--- src/rtl/trace_pkg.sv ---
// Shared types and grid helpers for the spell-trace round controller.
package trace_pkg;
    localparam int GRID_DIM = 4;
    localparam int CELLS    = 16;
    localparam int MAX_PATH = 8;

    typedef logic [3:0] cell_t;

    typedef enum logic [2:0] {IDLE, BUILD, SHOW, SNITCH, CLEAR, PLAY, JUDGE} state_t;
    typedef enum logic [1:0] {DIR_UP, DIR_RIGHT, DIR_DOWN, DIR_LEFT} dir_t;

    // Returns {valid, cell}; valid is 0 when the step would leave the grid.
    function automatic logic [4:0] neighbour(input cell_t c, input dir_t d);
        logic [4:0] r;
        r = {1'b0, c};
        case (d)
            DIR_UP:    if (c >= 4'(GRID_DIM))      r = {1'b1, c - 4'(GRID_DIM)};
            DIR_RIGHT: if (c[1:0] != 2'd3)         r = {1'b1, c + 4'd1};
            DIR_DOWN:  if (c < 4'(CELLS - GRID_DIM)) r = {1'b1, c + 4'(GRID_DIM)};
            default:   if (c[1:0] != 2'd0)         r = {1'b1, c - 4'd1};
        endcase
        return r;
    endfunction
endpackage

--- src/rtl/trace_path_gen.sv ---
// Free-running Galois LFSR plus the random 4-connected path builder.
module trace_path_gen
    import trace_pkg::*;
#(
    parameter int          PATH_LEN  = 4,
    parameter logic [15:0] LFSR_SEED = 16'hACE1
) (
    input  logic                     clk,
    input  logic                     reset,
    input  logic                     clear,
    input  logic                     build,
    output logic [3:0]               rnd,
    output logic [MAX_PATH-1:0][3:0] path,
    output logic [3:0]               len,
    output logic [CELLS-1:0]         mask,
    output logic                     done
);
    logic [15:0] lfsr;
    logic [2:0]  fails;
    dir_t        last_dir;
    dir_t        dir_try;
    cell_t       tail;
    logic [4:0]  cand;

    assign rnd     = lfsr[3:0];
    assign tail    = path[3'(len - 4'd1)];
    // A fresh random direction after each success, then walk clockwise on failures.
    assign dir_try = (fails == 3'd0) ? dir_t'(lfsr[1:0]) : dir_t'(last_dir + 2'd1);
    assign cand    = neighbour(tail, dir_try);
    assign done    = (len == 4'(PATH_LEN)) || (fails == 3'd4);

    always_ff @(posedge clk) begin
        if (reset) begin
            lfsr     <= LFSR_SEED;
            path     <= '0;
            len      <= '0;
            mask     <= '0;
            fails    <= '0;
            last_dir <= DIR_UP;
        end else begin
            lfsr <= {1'b0, lfsr[15:1]} ^ (lfsr[0] ? 16'hB400 : 16'h0000);
            if (clear) begin
                path  <= '0;
                len   <= '0;
                mask  <= '0;
                fails <= '0;
            end else if (build && !done) begin
                if (len == 4'd0) begin
                    path[0] <= lfsr[3:0];
                    mask    <= 16'h1 << lfsr[3:0];
                    len     <= 4'd1;
                end else if (cand[4] && !mask[cand[3:0]]) begin
                    path[len[2:0]] <= cand[3:0];
                    mask           <= mask | (16'h1 << cand[3:0]);
                    len            <= len + 4'd1;
                    fails          <= '0;
                end else begin
                    fails    <= fails + 3'd1;
                    last_dir <= dir_try;
                end
            end
        end
    end
endmodule

--- src/rtl/trace_round_controller.sv ---
// One spell-trace round: build path, reveal it, place snitch, time play, judge, score.
module trace_round_controller
    import trace_pkg::*;
#(
    parameter int          PATH_LEN     = 4,
    parameter int          SHOW_CYCLES  = 25000000,
    parameter int          PLAY_CYCLES  = 250000000,
    parameter int          SNITCH_BONUS = 3,
    parameter logic [15:0] LFSR_SEED    = 16'hACE1
) (
    input  logic        clk,
    input  logic        reset,
    input  logic        start,
    input  logic        learn_mode,
    input  logic [15:0] already_traced,
    output logic [15:0] displayed_trace,
    output logic [5:0]  origin,
    output logic [5:0]  next,
    output logic        reset_trace,
    output logic [15:0] snitch_location,
    output logic        round_active,
    output logic        round_pass,
    output logic        round_fail,
    output logic [7:0]  score
);
    state_t                   state, state_nx;
    logic [31:0]              cnt;
    logic [3:0]               rnd;
    logic [MAX_PATH-1:0][3:0] path;
    logic [3:0]               len, shown;
    logic [CELLS-1:0]         path_mask;
    logic                     path_done, covered, show_tick, last_shown;
    cell_t                    snitch_c;
    logic [8:0]               score_sum;

    trace_path_gen #(.PATH_LEN(PATH_LEN), .LFSR_SEED(LFSR_SEED)) u_path (
        .clk   (clk),
        .reset (reset),
        .clear (state == IDLE && start),
        .build (state == BUILD),
        .rnd   (rnd),
        .path  (path),
        .len   (len),
        .mask  (path_mask),
        .done  (path_done)
    );

    assign covered      = (already_traced & path_mask) == path_mask;
    assign show_tick    = cnt == 32'(SHOW_CYCLES - 1);
    assign last_shown   = shown >= len;
    assign round_active = state != IDLE;
    assign score_sum    = {1'b0, score} + 9'd1 +
                          (already_traced[snitch_c] ? 9'(SNITCH_BONUS) : 9'd0);

    always_comb begin
        state_nx = state;
        case (state)
            IDLE:    if (start) state_nx = BUILD;
            BUILD:   if (path_done) state_nx = SHOW;
            SHOW:    if (show_tick && last_shown) state_nx = SNITCH;
            SNITCH:  if (!path_mask[snitch_c]) state_nx = CLEAR;
            CLEAR:   state_nx = PLAY;
            PLAY:    if (covered || cnt == 32'(PLAY_CYCLES - 1)) state_nx = JUDGE;
            JUDGE:   state_nx = IDLE;
            default: state_nx = IDLE;
        endcase
    end

    always_ff @(posedge clk) begin
        if (reset) state <= IDLE;
        else       state <= state_nx;
    end

    always_ff @(posedge clk) begin
        if (reset) begin
            cnt             <= '0;
            shown           <= '0;
            snitch_c        <= '0;
            displayed_trace <= '0;
            origin          <= '0;
            next            <= '0;
            reset_trace     <= 1'b0;
            snitch_location <= '0;
            round_pass      <= 1'b0;
            round_fail      <= 1'b0;
            score           <= '0;
        end else begin
            cnt         <= (state_nx != state) ? 32'd0 : cnt + 32'd1;
            reset_trace <= 1'b0;
            round_pass  <= 1'b0;
            round_fail  <= 1'b0;
            case (state)
                BUILD: begin
                    if (len == 4'd0) origin <= {2'b00, rnd};
                    if (state_nx == SHOW) begin
                        displayed_trace <= 16'h1 << path[0];
                        next            <= {2'b00, (len > 4'd1) ? path[1] : path[0]};
                        shown           <= 4'd1;
                    end
                end
                SHOW: if (show_tick) begin
                    cnt <= '0;
                    if (!last_shown) begin
                        displayed_trace <= displayed_trace | (16'h1 << path[shown[2:0]]);
                        next  <= {2'b00, (shown + 4'd1 < len) ? path[3'(shown + 4'd1)]
                                                             : path[3'(len - 4'd1)]};
                        shown <= shown + 4'd1;
                    end else begin
                        snitch_c <= rnd;
                    end
                end
                SNITCH: begin
                    if (path_mask[snitch_c]) begin
                        snitch_c <= snitch_c + 4'd1;
                    end else begin
                        reset_trace     <= 1'b1;
                        snitch_location <= 16'h1 << snitch_c;
                    end
                end
                CLEAR: if (!learn_mode) displayed_trace <= '0;
                // Verdict is registered on the way into JUDGE so the pulse shows during JUDGE.
                PLAY: if (state_nx == JUDGE) begin
                    if (covered) begin
                        round_pass <= 1'b1;
                        score      <= score_sum[8] ? 8'hFF : score_sum[7:0];
                    end else begin
                        round_fail <= 1'b1;
                    end
                end
                JUDGE: begin
                    displayed_trace <= '0;
                    snitch_location <= '0;
                end
                default: ;
            endcase
        end
    end
endmodule

--- config.mk ---
export PLATFORM = sky130hd
export DESIGN_NAME = trace_round_controller
export DESIGN_NICKNAME = d
export VERILOG_FILES = /design/src/rtl/trace_pkg.sv /design/src/rtl/trace_path_gen.sv /design/src/rtl/trace_round_controller.sv
export SDC_FILE = /design/constraint.sdc
export NUM_CORES = 1
export LEC_CHECK = 0
export ABC_AREA = 1
export CAP_MARGIN = 20
export CORE_AREA = 4 4 173 175
export CTS_CLUSTER_SIZE = 8
export DETAILED_ROUTE_END_ITERATION = 8
export DIE_AREA = 0 0 177 179
export SYNTH_ARGS = -nofsm -noshare
export SYNTH_HDL_FRONTEND = slang
export SYNTH_HIERARCHICAL = 1
export SYNTH_SLANG_ARGS = --single-unit
--- constraint.sdc ---
create_clock -name clk -period 6.15 [get_ports clk]
set_input_delay 1.23 -clock clk [delete_from_list [all_inputs] [get_ports clk]]
set_output_delay 1.23 -clock clk [all_outputs]
set_load 0.005 [all_outputs]
# After elaboration in Yosys (flattened, before gate mapping)
# Cells that the tools add are included.
# op_classes
add_sub_neg,13
multipliers,0
div_mod_pow,0
order_cmp,12
eq_ne,24
n_shift,5
mux,64
bitwise,10
n_reduce_logical,33
# op_table
operator,n
2-to-1 mux 16 bit,8
2-to-1 mux 32 bit,3
"<< shifter 1 x 4 -> 16 bit, first input constant",5
2-to-1 mux 4 bit,16
case mux 16 bit (4 select lines),1
binary-select mux 4 bit (select 3 bit),3
"adder 32 x 1 -> 32 bit, second input constant",1
bitwise mux 32 bit,1
"== test 32 x 25 -> 1 bit, second input constant",1
"== test 32 x 28 -> 1 bit, second input constant",1
bitwise OR 16 bit,2
case mux 16 bit (2 select lines),1
2-to-1 mux 5 bit,4
2-to-1 mux 3 bit,6
2-to-1 mux 6 bit,3
case mux 3 bit (6 select lines),1
"adder 4 x 1 -> 4 bit, second input constant",4
bitwise AND 16 bit,1
== test 16 bit,1
"less-than comparator 3 x 4 -> 1 bit, second input constant",4
"inequality test 2 bit, second input constant",8
case mux 4 bit (2 select lines),2
bitwise XOR 15 x 16 -> 16 bit,1
"== test 3 bit, second input constant",5
other kinds (44),78
# word_totals
register_bits,169
latch_bits,0
ram_bits,0
romBits,0
wordCells,186
n_memories,0

# Logic depth before layout (Yosys ltp)
# depth
word_depth,12
mapped_depth,27

# By module
# The synthesis kept the hierarchy.
# modules_own_cells
mod,instances,cells_each,area_each_um2
trace_round_controller,1,1146,7038.0
trace_path_gen,1,654,4229.1

# Least setup slack after synthesis
# Ideal clock, no wire load.
# synth_timing
path_type,register to register
start,register u_path.len[0]
end,register u_path/path[13] (netlist name)
arrival_ns,3.630
slack_ns,2.407
path_stages_with_launch,23
path_buffers,3
path_cell_list,dfxtp_1 inv_1 buf_4 buf_2 ha_1 buf_2 o21ai_0 o22ai_1 o21ai_0 inv_1 ha_1 nand3_1 nand2_1 nand2_1 o22ai_1 a21oi_4 inv_2 nand2_1 nand4_4 nor2_4 nand2_1 nand2_1 nor2_1
# synth_via
elab_chain_cells,11
elab_cells_between_ends,33
cone_classes,add/sub (5); order compare (4); eq/ne (2); mux (12); bitwise (1); reduce/logical (9)
# synth_lines
item,line_no,source
from (decl),trace_path_gen.sv:14,"output logic [3:0] len,"
from (signal assigned),trace_path_gen.sv:55,len <= len + 4'd1;
subtractor 3 x 1 -> 3 bit,trace_path_gen.sv:26,assign tail = path[3'(len - 4'd1)];
binary-select mux 4 bit (select 3 bit),trace_path_gen.sv:26,
2-to-1 mux 4 bit (not written as such),trace_path_gen.sv:26,
"subtractor 4 x 1 -> 4 bit, or another cell as far along",trace_pkg.sv:20,"default: if (c[1:0] != 2'd0) r = {1'b1, c - 4'd1};"
"2-to-1 mux 5 bit, on equally long branches",n/a,
case mux 5 bit (3 select lines),trace_pkg.sv:16,case (d)
binary-select mux 1 bit (select 4 bit),trace_path_gen.sv:52,end else if (cand[4] && !mask[cand[3:0]]) begin
2-to-1 mux 1 bit (not written as such),trace_path_gen.sv:52,
logical NOT 1 bit,trace_path_gen.sv:52,
logical AND 1 bit,trace_path_gen.sv:52,
AND reduction 3 bit (no line),n/a,
"to (signal, indexed assignment)",trace_path_gen.sv:53,path[len[2:0]] <= cand[3:0];
to (decl),trace_path_gen.sv:13,"output logic [MAX_PATH-1:0][3:0] path,"
# Parallel ways exist; a longest one is shown, timed or not. The select of a mux whose other input is x is not followed.
# A chain may end at the register's enable or synchronous reset.

# Final worst setup path
# layout_timing
start,register u_path.len[0]
end,register u_path/path[0] (netlist name)
# layout_via
elab_chain_cells,12
elab_cells_between_ends,35
cone_classes,add/sub (5); order compare (4); eq/ne (2); mux (14); reduce/logical (10)
# layout_lines
item,line_no
subtractor 3 x 1 -> 3 bit,trace_path_gen.sv:26
binary-select mux 4 bit (select 3 bit),trace_path_gen.sv:26
2-to-1 mux 4 bit (not written as such),trace_path_gen.sv:26
"subtractor 4 x 1 -> 4 bit, or another cell as far along",trace_pkg.sv:20
"2-to-1 mux 5 bit, on equally long branches",n/a
case mux 5 bit (3 select lines),trace_pkg.sv:16
binary-select mux 1 bit (select 4 bit),trace_path_gen.sv:52
2-to-1 mux 1 bit (not written as such),trace_path_gen.sv:52
logical NOT 1 bit,trace_path_gen.sv:52
logical AND 1 bit,trace_path_gen.sv:52
nonzero test 2 bit (no line),n/a
AND reduction 2 bit (no line),n/a
# Parallel ways exist; a longest one is shown, timed or not. The select of a mux whose other input is x is not followed.

==> reports/metrics.cfg <==
[grt]
grt-ovfl-total=0
grtUsageMet3=0.0289
use_met2=0.332
grt_pass1_vias=10300
track_usage=0.200
grt_pass1_wl_um=52500
met1_usage=0.275
antenna_found_initial=0
grt_max_degree=66
top_usage_layer=met2

[worst_setup_path]
endpoint_kind=flop
r2r_end=u_path/path[0]
crit_arrival_ns=5.35
crit_path_cell_trace=buf_4 -> inv_1 -> ha_1 -> inv_1 -> o21ai_0 -> o22ai_1 -> o21ai_0 -> inv_1 -> ha_1 -> nand3_1 -> nand2_1 -> nand2_1 -> o22ai_1 -> a21oi_4 -> inv_2 -> nand2_1 -> nand3_1 -> nand2_2 -> nand3_1 -> nand2_1 -> inv_1 -> nor2_1
worstReg2RegStart=u_path/len[0]
cp.required_ns=6.52
r2r_cells=22
r2r_slack_ns=1.17
worstSetupPathType=reg -> reg
startpoint=u_path/len[0]
endpoint=u_path/path[0]
worstPathMaxFanout=36
cpPeakStageDelay_ns=0.53
startpoint_type=flop
cpMaxStageDelayCell=a21oi_4

[placed_design]
dpl.cell_count=2189
placed_area_mm2=0.0121
place_congestion=0.887
numPortBuffers=71
dp_hpwl_um=23100

[clock_tree]
cts_buffers=17
cts_setup_buffers=0
cts_resized=0
h-tree-depth=4
cts_tree=built
cts_sinks=167
worstSkewPairLatency_ns=0.44
clk_path_buf_depth=2
postCtsHoldBufs=0
path_clk_slew_ns=0.08
clockRootBuffer=clkbuf_16

[cells_and_area]
diodes=0
final_util=0.446
syn2layout_area_growth_pct=12.8
layout_commonest_cell=nand2_1
drive_gt1_frac=0.0767
seqCellArea_mm2=0.00334
multi_input_area_mm2=0.00649
layout.cells.non_filler=2222
n_fill_cell=2978
final_nets=1876
fin_area_mm2=0.0127
most-common-layout-cells=nand2_1, inv_1, nor2_1

[die]
rows=62
ioPinCount=76
initial_core_util=0.396
core_area_mm2=0.0285
die-area_mm2=0.0317
die_y_um=179
die_w_um=177

[sta]
finalCritPeriodShare=0.809
relSlewSlack=0.312
layout_min_cycle_time_ns=4.98
finalHoldViolations=0
setup_viol=0
worst_pin_slew_ns=1.03
finalMaxSlewViolations=0
rsz0062_at_grt=no
fin_worst_skew_ns=0.0163
fmax_mhz=201
setup_tns_ns=0

[drt]
ant_nets=0
wirelength_um=31800
dr.pass1.iters=6
wl_per_cell_um=14.3
viasPerCell=5.04
drtIter0Drc=1029
vias=11200
route.detailed.drc=0

[synth]
synth-edff-count=0
seq_area_frac_synth=0.297
syn-cell-area_mm2=0.0113
yosysUniqueCellTypes=54
ys.flop_type=dfxtp_1
syn_avg_cell_area_um2=6.26
yosys_register_bits=167
netlist_instances=1800
ys_warn_count=6
synthArstFlopShare=0

[power_and_ir_drop]
irDropWorstVdd_uv=198
leakagePower_nw=5.12
powerDensity_mw_per_mm2=207

[worst_hold_path]
hold_path.class=reg -> reg

[flow_run]
maxCapViolations=0

[status]
status=complete, no violations

==> layer usage <==
| layer | up-vias | wire [um] |
|---|---|---|
| li1 | 5786 | - |
| met1 | 5082 | 15000 |
| met2 | 291 | 14700 |
| met3 | 29 | 1630 |
| met4 | 0 | 385 |
| met5 | - | 0 |
==> state kept, by name, summed over array words and instances (netlist names), 3 cells and up <==
name,cells
u_path/path,32
shown,4
state,3
cnt,32
u_path/lfsr,16
u_path/len,4
next,4
snitch_location,16
origin,4
u_path/fails,3
u_path/mask,16
displayed_trace,16
score,8
snitch_c,4
==> report_power, final <==
group	internal [mW]	switching (mW)
Combinational	0.123	0.286
Sequential	1.10	0.0183
Clock	0.557	0.554
==> stage by stage <==
| step | hold WS [ns] | total power, mW | setup WS (ns) |
|---|---|---|---|
| after CTS | 0.408 | 2.66 | 1.29 |
| after global placement | 0.390 | 1.54 | 1.49 |
| after global routing | 0.410 | 2.75 | 0.689 |
| after floorplan | 0.388 | 1.44 | 2.41 |
| after detailed placement | 0.394 | 1.55 | 1.33 |
| final | 0.405 | 2.63 | 1.17 |
==> worst min path at each step <==
stage,end,slack (ns),cells after the start,start
after floorplan,u_path/lfsr[14],0.39,2,u_path/lfsr[15]
after global placement,u_path/lfsr[14],0.39,2,u_path/lfsr[15]
after CTS,u_path/lfsr[8],0.41,2,u_path/lfsr[9]
final,u_path/lfsr[9],0.40,2,u_path/lfsr[10]
after global routing,u_path/lfsr[9],0.41,2,u_path/lfsr[10]
after detailed placement,u_path/lfsr[11],0.39,1,u_path/lfsr[12]
==> synth_stat cells (7+ instances only) <==
library cell,instances,share of area
nor2_1,209,0.070
nor2_4,10,0.010
buf_2,16,0.0071
o21ai_0,98,0.044
inv_2,11,0.0037
xor2_1,18,0.014
a31o_2,8,0.0062
o211ai_1,7,0.0047
ha_1,30,0.033
a21oi_1,143,0.064
buf_4,22,0.015
nor2_2,29,0.016
nand3_1,147,0.065
nand2_2,10,0.0056
o22ai_1,14,0.0078
dfxtp_1,167,0.30
inv_1,251,0.084
buf_6,8,0.0080
clkbuf_1,28,0.0093
nand2_1,436,0.15
nor3_1,32,0.014
nand3b_1,7,0.0047
nand4_1,29,0.016
xnor2_1,7,0.0054
==> final cells by class <==
class | instances | share of cell area
clock buffers | 17 | 0.0335
clock inverters | 15 | 0.0156
well taps | 384 | 0.0378
flip-flops and latches | 167 | 0.263
multi-input cells | 1293 | 0.510
repair buffers | 79 | 0.0608
inverters | 267 | 0.0790
==> worst max-delay path, delay by kind of cell (launching register included) <==
family / cells / cell delay [ns]
AND/OR/NAND/NOR: 9 / 1.41
AO/OA/AOI/OAI: 5 / 1.34
buffers and inverters: 6 / 1.07
adder cells (fa/ha/maj): 2 / 0.76
flip-flops: 1 / 0.31
==> cell families after synthesis <==
group,after synthesis,synth area share
AOI/OAI and AO/OA,301,0.149
xor gates and xnor gates,26,0.0209
adders and majority gates,31,0.0351
buffers and inverters,343,0.129
DFF,167,0.297
muxes,2,0.00289
other,1,0.000333
and+or+nand+nor,929,0.366
Note: power is estimated with default switching activity, not from simulation.
